==> config.mk <==
export PLATFORM = sky130hd
export DESIGN_NAME = unlock_code_serializer
export DESIGN_NICKNAME = d
export VERILOG_FILES = /design/src/rtl/unlock_code_serializer.sv
export SDC_FILE = /design/constraint.sdc
export NUM_CORES = 1
export LEC_CHECK = 0
export CAP_MARGIN = 20
export CORE_MARGIN = 5
export CORE_UTILIZATION = 64
export CTS_BUF_LIST = sky130_fd_sc_hd__clkbuf_4 sky130_fd_sc_hd__clkbuf_8
export CTS_CLUSTER_SIZE = 24
export DETAILED_ROUTE_END_ITERATION = 6
export DONT_BUFFER_PORTS = 1
export MAX_ROUTING_LAYER = met4
export PLACE_DENSITY = 0.77
export SKIP_CTS_REPAIR_TIMING = 1
export SYNTH_ARGS = -nofsm -noshare
export SYNTH_HDL_FRONTEND = slang
export SYNTH_SLANG_ARGS = --single-unit
==> constraint.sdc <==
create_clock -name clk -period 1.76 [get_ports clk]
set_input_delay 0.088 -clock clk [delete_from_list [all_inputs] [get_ports clk]]
set_output_delay 0.088 -clock clk [all_outputs]
set_load 0.02 [all_outputs]
==> src/rtl/unlock_code_serializer.sv <==
// unlock_code_serializer: sends a parallel code word MSB-first as serial strobes
// with a programmable idle gap between bits, feeding the serial unlock FSM.
module unlock_code_serializer #(
    parameter int CODE_WIDTH = 4,
    parameter int GAP_CYCLES = 1
) (
    input  logic                  clk,
    input  logic                  reset,
    input  logic [CODE_WIDTH-1:0] code_in,
    input  logic                  code_valid,
    output logic                  code_ready,
    input  logic                  abort,
    output logic                  serial_ready,
    output logic                  serial_valid,
    output logic                  serial_data,
    output logic                  frame_done,
    output logic                  busy
);
    localparam logic [1:0] IDLE = 2'd0, BIT = 2'd1, GAP = 2'd2, DONE = 2'd3;
    localparam int CW = $clog2(CODE_WIDTH);
    localparam logic [CW-1:0] BIT_LOAD = CW'(CODE_WIDTH - 1);
    localparam logic [3:0] GAP_LOAD = 4'(GAP_CYCLES > 0 ? GAP_CYCLES - 1 : 0);

    logic [1:0]            state;
    logic [CODE_WIDTH-1:0] shreg;
    logic [CW-1:0]         bit_cnt;
    logic [3:0]            gap_cnt;
    logic                  last_bit;

    always_ff @(posedge clk or posedge reset) begin
        if (reset) begin
            state    <= IDLE;
            shreg    <= '0;
            bit_cnt  <= '0;
            gap_cnt  <= '0;
            last_bit <= 1'b0;
        end else if (state != IDLE && abort) begin
            state   <= IDLE;
            shreg   <= '0;
            bit_cnt <= '0;
            gap_cnt <= '0;
        end else begin
            case (state)
                IDLE: if (code_valid) begin
                    shreg   <= code_in;
                    bit_cnt <= BIT_LOAD;
                    state   <= BIT;
                end
                BIT: begin
                    // the shift register moves on, so remember the bit for the gap
                    last_bit <= shreg[CODE_WIDTH-1];
                    if (bit_cnt == '0) begin
                        state <= DONE;
                    end else begin
                        shreg   <= {shreg[CODE_WIDTH-2:0], 1'b0};
                        bit_cnt <= bit_cnt - 1'b1;
                        gap_cnt <= GAP_LOAD;
                        state   <= GAP_CYCLES > 0 ? GAP : BIT;
                    end
                end
                GAP: begin
                    gap_cnt <= gap_cnt - 4'd1;
                    if (gap_cnt == 4'd0) state <= BIT;
                end
                default: state <= IDLE;
            endcase
        end
    end

    assign code_ready   = state == IDLE;
    assign busy         = state != IDLE;
    assign serial_ready = state == BIT || state == GAP;
    assign serial_valid = state == BIT && !abort;
    assign serial_data  = state == BIT ? shreg[CODE_WIDTH-1] : state == GAP ? last_bit : 1'b0;
    assign frame_done   = state == DONE;
endmodule

==> results.txt, run 1 <==
* Outcome: finished with violations
- The checks that failed: hold timing.
- Across the routed clock network, the largest skew measured is between 0.004 and 0.005 ns.
- The mapped netlist covers 872.1 um2.
- Share of the clock period used by the worst path after layout: 96.63%
* Horiz. Die Dim: 46.92 um
* Area of the core: 0.001301 mm2
- For the worst setup path, the data arrival time is 1.86 ns.
- Path depth of the worst reg2reg path: 6
* IO Port Bufs: 0
- Across the VDD grid, the largest voltage drop is 936.7 uV.
* Maximum number of pins on one net before global-route repair: 14
- After technology mapping, the gate count stands at 94.
* Via count of the first global-routing pass: 686
- Insertion delay to the later sink of the worst-skew pair: 0.27 ns
- Core Rows: 13
- Clock-pin slew was measured on the worst setup and hold paths at approximately 0.09 ns.
- The worst register-to-register path begins at state[0]$_DFFE_PP0P_.
- Timing-limited maximum frequency: 0.5880 GHz
- Once the floorplan was initialized, standard cells occupied between 60% and 70% of the core.
- Total number of clock tree sinks: 13
* Yosys warning total: 0
- Commonest non-fill, non-tap cells in the layout: 13 x sky130_fd_sc_hd__dfrtp_1, 11 x sky130_fd_sc_hd__inv_1, 10 x sky130_fd_sc_hd__o21ai_0, 9 x sky130_fd_sc_hd__nor2_1
- The critical path is of the flip-flop to flip-flop type.
* Net Count, Synth: about 110
* Fin. max-slew vios: 0
* Worst min-delay path startpoint: code_in[0]
- Summed over all layers, the global routing overflow is 0.
- Post-synthesis average cell area: 9.278 um2
- Die Span Y: 46.92 um
- In the routed design, unresolved DRC markers number 0.
* Count of endpoints failing hold in the final timing report: 1
* H-tree depth reported by CTS: 1
- The worst register-to-register path ends at state[1]$_DFFE_PP0P_.
- In this run, CTS created clock tree buffers numbering 3.
- Critical path launch point type: flip-flop
- Total Nets Final: 119
- First-pass iteration count of the detailed router: 4
* Clock Root Buffer: sky130_fd_sc_hd__clkbuf_4
* Endpoint kind of the worst setup timing path: flip-flop
- From synthesis to final layout, the design area changed by 10.04%.
- No sink is reached through more buffers than the 2 on the longest clock path.
* Synth cell types: 27
* Minimum clock period: 1.701 ns
* Hold/Removal Path Class: input pin to flip-flop
* Clock tree from TritonCTS: built
* Sequential-to-total area share from yosys stat: 37.30%
- FF+latch count, synth: 13
* Antenna diode count: 0
* Leading cell type in the layout, fill and taps excluded: sky130_fd_sc_hd__dfrtp_1
- The count of nets left with antenna violations once routing finished came out at 0.
- The post-route netlist has 21.36% of its cells at a drive strength greater than 1.
- CP Capture Point: state[1]$_DFFE_PP0P_
- Number of antenna violations at the first check in global routing: 0
- Setup violation total in the final timing report: 0
* Die ar.: 0.002201 mm2
- Across all register-to-register paths, the minimum setup slack is 0.06 ns.
- Relative max-transition margin: 67.49%
* Setup repair after global routing missed its margin: true
- Vias after detailed routing: 674
* Number of max-cap violations: 0
- The first global-routing pass estimated about 3 mm of wire.
- At the worst endpoint, the required time is between 1.5 and 2 ns.
- The congestion estimate from routability-driven global placement came to between 0.8 and 0.9.
- Global routing used 20.15% of the available tracks.
- Pwr dens: ~1800 mW/mm2
- Cells fill roughly three quarters of the core in the end.
- Per-cell via count in the routed design: 5.712
* Number of DRC violations after detailed-routing iteration 0: 21
* Largest fanout of any net on the critical path: 7
* Final worst hold slack: -0.01066 ns
- Hpwl dp: 1.372 mm
- Total length of routed wires: approximately 1.8 mm
- 14 I/O pins were placed.
* Average wire per standard cell: 15.24 um
- Actual transition at the worst max-transition pin: between 0.4 and 0.5 ns
- In this run the static leakage power is 0.0004526 uW.
* Origin of the worst setup path: state[0]$_DFFE_PP0P_
power by group:
| part | internal [uW] | total (uW) | switching, uW |
|---|---|---|---|
| sequential | 425 | 510 | 85.4 |
| combinational | 462 | 1050 | 585 |
| clock | 84.1 | 185 | 101 |
| total | 971 | 1740 | 771 |
flip-flops by register name (all words and copies together), names as in the netlist:
name / count
shreg: 4
bit_cnt: 2
last_bit: 1
state: 2
gap_cnt: 4
worst max-delay path: stages, from the launching register on:
cell                       delay [ns]
sky130_fd_sc_hd__dfrtp_1         0.42
sky130_fd_sc_hd__inv_1           0.15
sky130_fd_sc_hd__ha_2            0.29
sky130_fd_sc_hd__nor2b_4         0.09
sky130_fd_sc_hd__a211oi_4        0.24
sky130_fd_sc_hd__nor2_2          0.09
sky130_fd_sc_hd__mux2_4          0.29
metrics by stage:
stage	power [uW]	TNS, ns	instances	area [um2]	worst slack (ns)
after floorplan	1325	0	94	874.6	0.01285
after global placement	1502	0	113	918.4	0.1193
after detailed placement	1540	0	113	918.4	0.09519
after CTS	1737	0	117	945.9	0.03210
after global routing	1892	-0.08963	118	959.7	-0.03456
final	1743	0	118	959.7	0.05939
final cells by class:
type	instances	area, um2
clock inverter	1	5.005
clock buffer	3	22.52
multi-input combinational	67	484.2
timing repair buffer	8	62.56
fill	112	341.6
tap	15	18.77
sequential	13	325.3
inverter	11	41.29
synth_stat cells, drive strengths merged:
| cell | instances | area share, % |
|---|---|---|
| o32ai | 1 | 1.0 |
| a31oi | 1 | 0.72 |
| nand3 | 3 | 1.7 |
| nor3 | 2 | 1.1 |
| o21ai | 12 | 6.9 |
| mux2 | 6 | 8.2 |
| o211a | 1 | 1.1 |
| nand2 | 7 | 3.0 |
| nor2 | 10 | 4.6 |
| and4b | 1 | 1.1 |
| mux2i | 3 | 3.4 |
| a211oi | 1 | 2.3 |
| dfrtp | 13 | 37 |
| nor2b | 3 | 3.0 |
| buf | 3 | 3.2 |
| a21oi | 5 | 2.9 |
| nand4b | 1 | 1.0 |
| ha | 7 | 10 |
| and2b | 1 | 0.86 |
| or3 | 1 | 0.72 |
| inv | 11 | 4.7 |
| o22a | 1 | 1.0 |
logic make-up (layout without fill, tap and decap cells):
kind of cell    Yosys count  after routing  synth area share [%]
simple gates             29             29                 17.22
compound gates           22             22                 15.93
buf+inv                  14             23                 7.890
flops                    13             13                 37.30
mux                       9              9                 11.62
fa+ha+maj                 7              7                 10.04
worst min path at each step:
stage                                        end  depth (start not counted)  slack, ns
after floorplan           bit_cnt[0]$_DFFE_PP0P_                          1      -0.04
after global placement      shreg[3]$_DFFE_PP0P_                          1       0.03
after detailed placement    shreg[2]$_DFFE_PP0P_                          1       0.02
after CTS                   shreg[2]$_DFFE_PP0P_                          1      -0.28
after global routing        shreg[0]$_DFFE_PP0P_                          2      0.005
final                       shreg[0]$_DFFE_PP0P_                          2      -0.01
layer usage:
metal,track usage [%],wire (um),vias to the layer above
li1,-,-,338
met5,-,0,-
met2,34.42,908,15
met1,24.29,782,319
met4,6.630,11,0
met3,2.682,96,2
No activity file was read; power rests on OpenSTA's default activity.
==> run 2: changes to the inputs <==
- CELL_PAD_IN_SITES_DETAIL_PLACEMENT: default -> 1
- CELL_PAD_IN_SITES_GLOBAL_PLACEMENT: default -> 1
- CORE_UTILIZATION: 64 -> 49
==> results.txt, run 2 (synthesis results as in run 1) <==
* Outcome: finished with violations
- The checks that failed: hold timing.
- The buffers plus inverters on the worst setup path came to 2 (+1).
* Relative max-transition margin: 66.17% (-1.3 points)
- The number of clock sinks seen by CTS came to 13 (unchanged).
- Clock Root Buffer: sky130_fd_sc_hd__clkbuf_4
* Global-route wire length before repair: 3.643 mm (+19%)
* Fin. max-slew vios: 0 (unchanged)
* Hold/Removal Path Class: input pin to flip-flop
- The residual antenna-violating net count after detailed routing came to 0 (unchanged).
* Die ar.: 0.002723 mm2 (+24%)
- The data required time of the worst path is 1.94 ns (+0.02 ns).
- The share of post-route cells with drive strength above 1 came to 23.81% (+2.5 points).
* Count of endpoints failing hold in the final timing report: 1 (unchanged)
* Hpwl dp: 1.647 mm (+20%)
- Critical Path, Cell by Cell: inv_1 > ha_2 > nand3_1 > o21ai_1 > buf_4 > mux2_2
- Endpoint kind of the worst setup timing path: flip-flop
- Vias after detailed routing: 718 (+6.5%)
- Commonest non-fill, non-tap cells in the layout: 13 x sky130_fd_sc_hd__dfrtp_1, 11 x sky130_fd_sc_hd__inv_1, 11 x sky130_fd_sc_hd__o21ai_0, 9 x sky130_fd_sc_hd__nor2_1, 9 x sky130_fd_sc_hd__buf_4
- IO Port Bufs: 0 (unchanged)
- The overall fraction of global-route tracks in use was 18.94% (-1.2 points).
* Pwr dens: 1847 mW/mm2 (+1.7%)
- Final worst hold slack: -0.002950 ns (+0.007705 ns)
- The total iterations of the first detailed-routing run was 4 (unchanged).
* Setup tns final: 0 ns (unchanged)
- Starting density of the core: 51.06% (-16 points)
- H-tree depth reported by CTS: 1 (unchanged)
* Horiz. Die Dim: 52.19 um (+11%)
- The net count of the finished layout was 121 (+1.7%).
- The DRC violation count after routing was 0 (unchanged).
- Reg clk slew, reported paths: 0.09 ns (about the same)
* Number of DRC violations after detailed-routing iteration 0: 13 (-38%)
- The leakage power summed over all cells is 0.0004609 uW (+1.8%).
- The post-route cell area is 991.0 um2 (+3.3%).
- GP Congestion: 0.7893 (-3.5%)
- The antenna cell count is 0 (unchanged).
- Total length of routed wires: 2.144 mm (+19%)
- The count of standard-cell rows is 15 (+2).
* Die Span Y: 52.19 um (+11%)
* Share of the clock period used by the worst path after layout: 94.71% (-1.9 points)
- The largest registers in the layout are gap_cnt (4), shreg (4).
* Critical path launch point type: flip-flop
- On the critical path the largest part of the delay comes from flip-flops.
* VDD IR max: 768.0 uV (-18%)
* Average wire per standard cell: 16.49 um (+8.2%)
- The clock period minus final worst setup slack was 1.667 ns (-0.03380 ns).
- Maximum number of pins on one net before global-route repair: 14 (unchanged)
* Insertion delay to the later sink of the worst-skew pair: 0.28 ns (about the same)
- Number of max-cap violations: 0 (unchanged)
- Clock tree from TritonCTS: built
* Actual transition at the worst max-transition pin: 0.5069 ns (+0.01982 ns)
- Final std cells w/o fill: 130 (+10%)
- The clock buffer count from CTS is 3 (unchanged).
* Cell Area, Placed: 945.9 um2 (+3.0%)
- Critical path's slowest cell: sky130_fd_sc_hd__dfrtp_1
- Area of the core: 0.001708 mm2 (+31%)
- Slowest stage delay, CP: 0.41 ns (about the same)
* Leading cell type in the layout, fill and taps excluded: sky130_fd_sc_hd__dfrtp_1
- The maximum clock path buffer count came to 2 (unchanged).
- The setup skew after layout came to 0.003380 ns (-0.0006311 ns).
- The number of vias per cell is 5.523 (-3.3%).
* Setup violation total in the final timing report: 0 (unchanged)
* Arrival time worst endpoint: 1.84 ns (-0.02 ns)
- The number of global-route vias before repair was 798 (+16%).
- Residual overflow from global routing: 0 (unchanged)
* Setup repair after global routing missed its margin: false
- Largest fanout of any net on the critical path: 6 (-1)
- The maximum clock frequency is 0.5999 GHz (+2.0%).
- The worst setup path is of the flip-flop to flip-flop kind.
* Number of antenna violations at the first check in global routing: 0 (unchanged)
- Relative to the synthesized area, the layout overhead comes to 13.63%.
- Number of filler cells placed in the layout: 218 (+95%)
- The number of placed instances, taps included is 125 (+11%).
- Ports: 14 (unchanged)
==> run 2: cell count changes in the layout (fill, tap and decap cells not counted) <==
| cell | previous run | this run |
|---|---|---|
| sky130_fd_sc_hd__nor2b_1 | 2 | 1 |
| sky130_fd_sc_hd__o21ai_0 | 10 | 11 |
| sky130_fd_sc_hd__ha_1 | 6 | 5 |
| sky130_fd_sc_hd__o21ai_2 | 1 | 0 |
| sky130_fd_sc_hd__clkbuf_4 | 3 | 4 |
| sky130_fd_sc_hd__clkinv_2 | 1 | 0 |
| sky130_fd_sc_hd__buf_4 | 7 | 9 |
| sky130_fd_sc_hd__nor2b_2 | 0 | 1 |
| sky130_fd_sc_hd__ha_2 | 1 | 2 |
==> run 2: routing by layer <==
metal  up-vias  track usage (%)  wire length [um]
met3         9            4.274                85
met2        17            33.05              1119
met5         -                -                 0
li1        341                -                 -
met4         0            7.660                62
met1       351            20.82               876
==> run 2: metrics by stage <==
stage               hold WS [ns]  utilization, %  setup WS (ns)  total power, uW
floorplan               -0.03504               -        0.01285             1325
detailed placement       0.04046           55.38        0.09389             1614
global placement         0.03382           55.38         0.1929             1553
global route           0.0006575           58.02       0.009892             1984
finish                 -0.002950           58.02        0.09319             1830
CTS                      -0.2589           57.14        0.01287             1831
==> run 2: final timing paths <==
path                                 startpoint                     end  slack (ns)  depth (start not counted)
max in group asynchronous                 reset  gap_cnt[3]$_DFFE_PP0P_        1.15                          2
min in group asynchronous                 reset    shreg[3]$_DFFE_PP0P_        0.27                          2
setup reg to reg           state[0]$_DFFE_PP0P_    shreg[1]$_DFFE_PP0P_        0.09                          6
hold / removal                       code_in[0]    shreg[0]$_DFFE_PP0P_      -0.003                          2
setup / recovery           state[0]$_DFFE_PP0P_    shreg[1]$_DFFE_PP0P_        0.09                          6
hold reg to reg            shreg[1]$_DFFE_PP0P_    shreg[1]$_DFFE_PP0P_        0.52                          1
==> run 2: power breakdown <==
part	total [uW]	leakage [uW]	switching [uW]	internal, uW
Sequential	512	0.000165	86.5	425
Combinational	1110	0.000278	611	497
Clock	210	0.0000184	107	103
Total	1830	0.000461	804	1030
==> run 2: cell type report <==
type | count | area (um2) | share of cell area, %
clock buffers | 4 | 30.03 | 3.030
well taps | 25 | 31.28 | 3.157
flip-flops and latches | 13 | 325.3 | 32.83
repair buffers | 10 | 77.57 | 7.828
inverters | 11 | 41.29 | 4.167
multi-input cells | 67 | 485.5 | 48.99
==> run 3: changes to the inputs <==
- BUFFER_PORTS_ARGS: default -> -buffer_cell sky130_fd_sc_hd__buf_4
- CORE_UTILIZATION: 49 -> 43
- DONT_BUFFER_PORTS: 1 -> default
- PLACE_DENSITY: 0.77 -> 0.76
==> results.txt, run 3 (synthesis results as in run 1) <==
* Outcome: finished clean
- The count of buffers inserted at the top-level ports came to 13 (+13).
- The max-cap check violation count came to 0 (unchanged).
- The sum of routed wire length over all layers was 2.030 mm (-5.3%).
- Share of layout cells above drive strength 1: 29.20% (+5.4 points)
- Maximum number of pins on one net before global-route repair: 14 (unchanged)
- Reg-to-Reg Start: state[1]$_DFFE_PP0P_
* Routed Antenna Nets: 0 (unchanged)
- The maximum clock frequency is 0.6078 GHz (+1.3%).
- The initial standard-cell utilization of the core came to 44.91% (-6.2 points).
* Via count of the first global-routing pass: 789 (-1.1%)
- Worst setup path category: flip-flop to flip-flop
- The number of H-tree levels came to 1 (unchanged).
* Setup clock skew after layout: 0.002661 ns (-0.0007192 ns)
* Worst-case setup slack after placement: 0.05211 ns (-0.04178 ns)
* Per-cell via count in the routed design: 5.207 (-5.7%)
- The wire length of the first global-routing pass is 3.477 mm (-4.6%).
- The data arrival at the endpoint of the critical path is 1.82 ns (-0.02 ns).
- Detailed-route DRC error count: 0 (unchanged)
- In this run the most critical hold path is launched from code_in[0].
* Pwr dens: 1730 mW/mm2 (-6.3%)
* GP Congestion: 0.8279 (+4.9%)
- Crit path required time: 1.93 ns (about the same)
- The signal on the critical path passes through inv_1 > ha_1 > buf_4 > nor2b_1 > mux2_2.
- Antenna diode count: 0 (unchanged)
- Clock buffer count from CTS: 3 (unchanged)
- The leakage power summed over all cells came to 0.0005019 uW (+8.9%).
- The maximum fanout encountered on the critical timing path was 4 (-2).
- Average wire per standard cell: 14.50 um (-12%)
- The sequential power share was 27.6% (-0.4 points).
- The later-pin clock latency in the skew report is 0.28 ns (about the same).
* Commonest non-fill, non-tap cells in the layout: 17 x sky130_fd_sc_hd__buf_4, 13 x sky130_fd_sc_hd__dfrtp_1, 11 x sky130_fd_sc_hd__inv_1, 11 x sky130_fd_sc_hd__o21ai_0, 9 x sky130_fd_sc_hd__nor2_1
- Setup repair after global routing left no endpoint under its margin.
- The chip height is 55.04 um (+5.5%).
- Clock Root Buffer: sky130_fd_sc_hd__clkbuf_4
* Reg clk slew, reported paths: 0.08 ns (about the same)
* Number of buffers between clock root and the deepest sink: 2 (unchanged)
- Fin. max-slew vios: 0 (unchanged)
* Internal Pwr Total: 1035 uW (+0.87%)
* Area of the core: 0.001942 mm2 (+14%)
* Endpoint kind of the worst setup timing path: flip-flop
* Overall track demand over capacity in global routing: 17.00% (-1.9 points)
- Relative to the synthesized area, the layout overhead comes to 21.81%.
- Final setup slack of the worst path: 0.1148 ns (+0.02165 ns)
- The full die area is 0.003029 mm2 (+11%).
* Switching part of the total power: 43.71% (-0.25 points)
- The detailed-placement wirelength estimate was 1.652 mm (+0.30%).
- TritonCTS built the clock tree.
- The die span in x came to 55.04 um (+5.5%).
* Origin of the worst setup path: state[1]$_DFFE_PP0P_
- Ports: 14 (unchanged)
- Leading cell type in the layout, fill and taps excluded: sky130_fd_sc_hd__buf_4
- Residual overflow from global routing: 0 (unchanged)
* VDD IR max: 966.0 uV (+26%)
- The total power consumption of the routed design was 1838 uW (+0.43%).
- The setup total negative slack is 0 ns (unchanged).
* Actual transition at the worst max-transition pin: 0.5111 ns (+0.004213 ns)
* Switch Pwr: 803.4 uW (-0.13%)
- Setup violation total in the final timing report: 0 (unchanged)
- Number of DRC violations after detailed-routing iteration 0: 4 (-9)
* Clock network fraction of design power: 10.2% (-1.3 points)
* Share of the clock period used by the worst path after layout: 93.47% (-1.2 points)
* Vias after detailed routing: 729 (+1.5%)
- The headroom to the max-slew limit is 65.89% (-0.28 points).
* Biggest regs: gap_cnt (4), shreg (4)
* Minimum clock period: 1.645 ns (-0.02165 ns)
- The number of clock sinks seen by CTS is 13 (unchanged).
* Critical path launch point type: flip-flop
* Total Nets Final: 129 (+6.6%)
- Number of antenna violations at the first check in global routing: 0 (unchanged)
- Critical path's slowest cell: sky130_fd_sc_hd__dfrtp_1
- The total iterations of the first detailed-routing run came to 2 (-2).
* Slowest stage delay, CP: 0.39 ns (-0.02 ns)
* Hold/Removal Path Class: input pin to flip-flop
- Logic gate share of total power: 62.2% (+1.7 points)
- Core Rows: 16 (+1)
- The final-report hold violation count is 0 (-1).
-- run 3: layer usage --
layer / track usage [%] / share of wire [%]
met1: 19.44 / 43
met4: 7.287 / 1.6
met3: 3.217 / 3.5
met2: 28.94 / 51
met5: - / 0
-- run 3: worst max-delay path, delay by kind of cell, from the launching register on --
family        cells  cell delay (ns)
buf+inv           2             0.28
fa+ha+maj         1             0.26
flops             1             0.39
simple gates      1             0.24
mux               1             0.36
-- run 3: area by class of cell --
| type | instances | area [um2] |
|---|---|---|
| fillers | 247 | 879.6 |
| clock buffers | 3 | 22.52 |
| repair buffers | 18 | 137.6 |
| clock inverters | 1 | 5.005 |
| well taps | 27 | 33.78 |
| inverters | 11 | 41.29 |
| multi-input cells | 67 | 496.7 |
| flip-flops and latches | 13 | 325.3 |
-- run 3: worst paths after layout --
| path | to | slack (ns) | depth (start not counted) |
|---|---|---|---|
| max | last_bit$_DFFE_PP0P_ | 0.11 | 5 |
| min | shreg[0]$_DFFE_PP0P_ | 0.10 | 3 |
| max reg2reg | last_bit$_DFFE_PP0P_ | 0.11 | 5 |
| min reg2reg | shreg[1]$_DFFE_PP0P_ | 0.51 | 1 |
| max in group asynchronous | bit_cnt[0]$_DFFE_PP0P_ | 1.02 | 3 |
| min in group asynchronous | gap_cnt[1]$_DFFE_PP0P_ | 0.40 | 3 |
-- run 3: through the flow --
step	util [%]	cell area (um2)	cells	hold slack [ns]
2_1_floorplan	-	874.6	94	-0.03504
3_3_place_gp	51.93	1008	135	0.1450
3_5_place_dp	51.93	1008	135	0.1606
4_1_cts	53.35	1036	139	-0.1493
5_1_grt	54.70	1062	140	0.1298
6_report	54.70	1062	140	0.1041
-- run 3: power groups by stage --
stage / Combinational (uW) / Sequential, uW / Clock, uW
final: 1140 / 507 / 188
after global routing: 1270 / 529 / 213
after CTS: 1110 / 509 / 198
after detailed placement: 1110 / 515 / 0
after global placement: 1060 / 505 / 0
after floorplan: 827 / 497 / 0
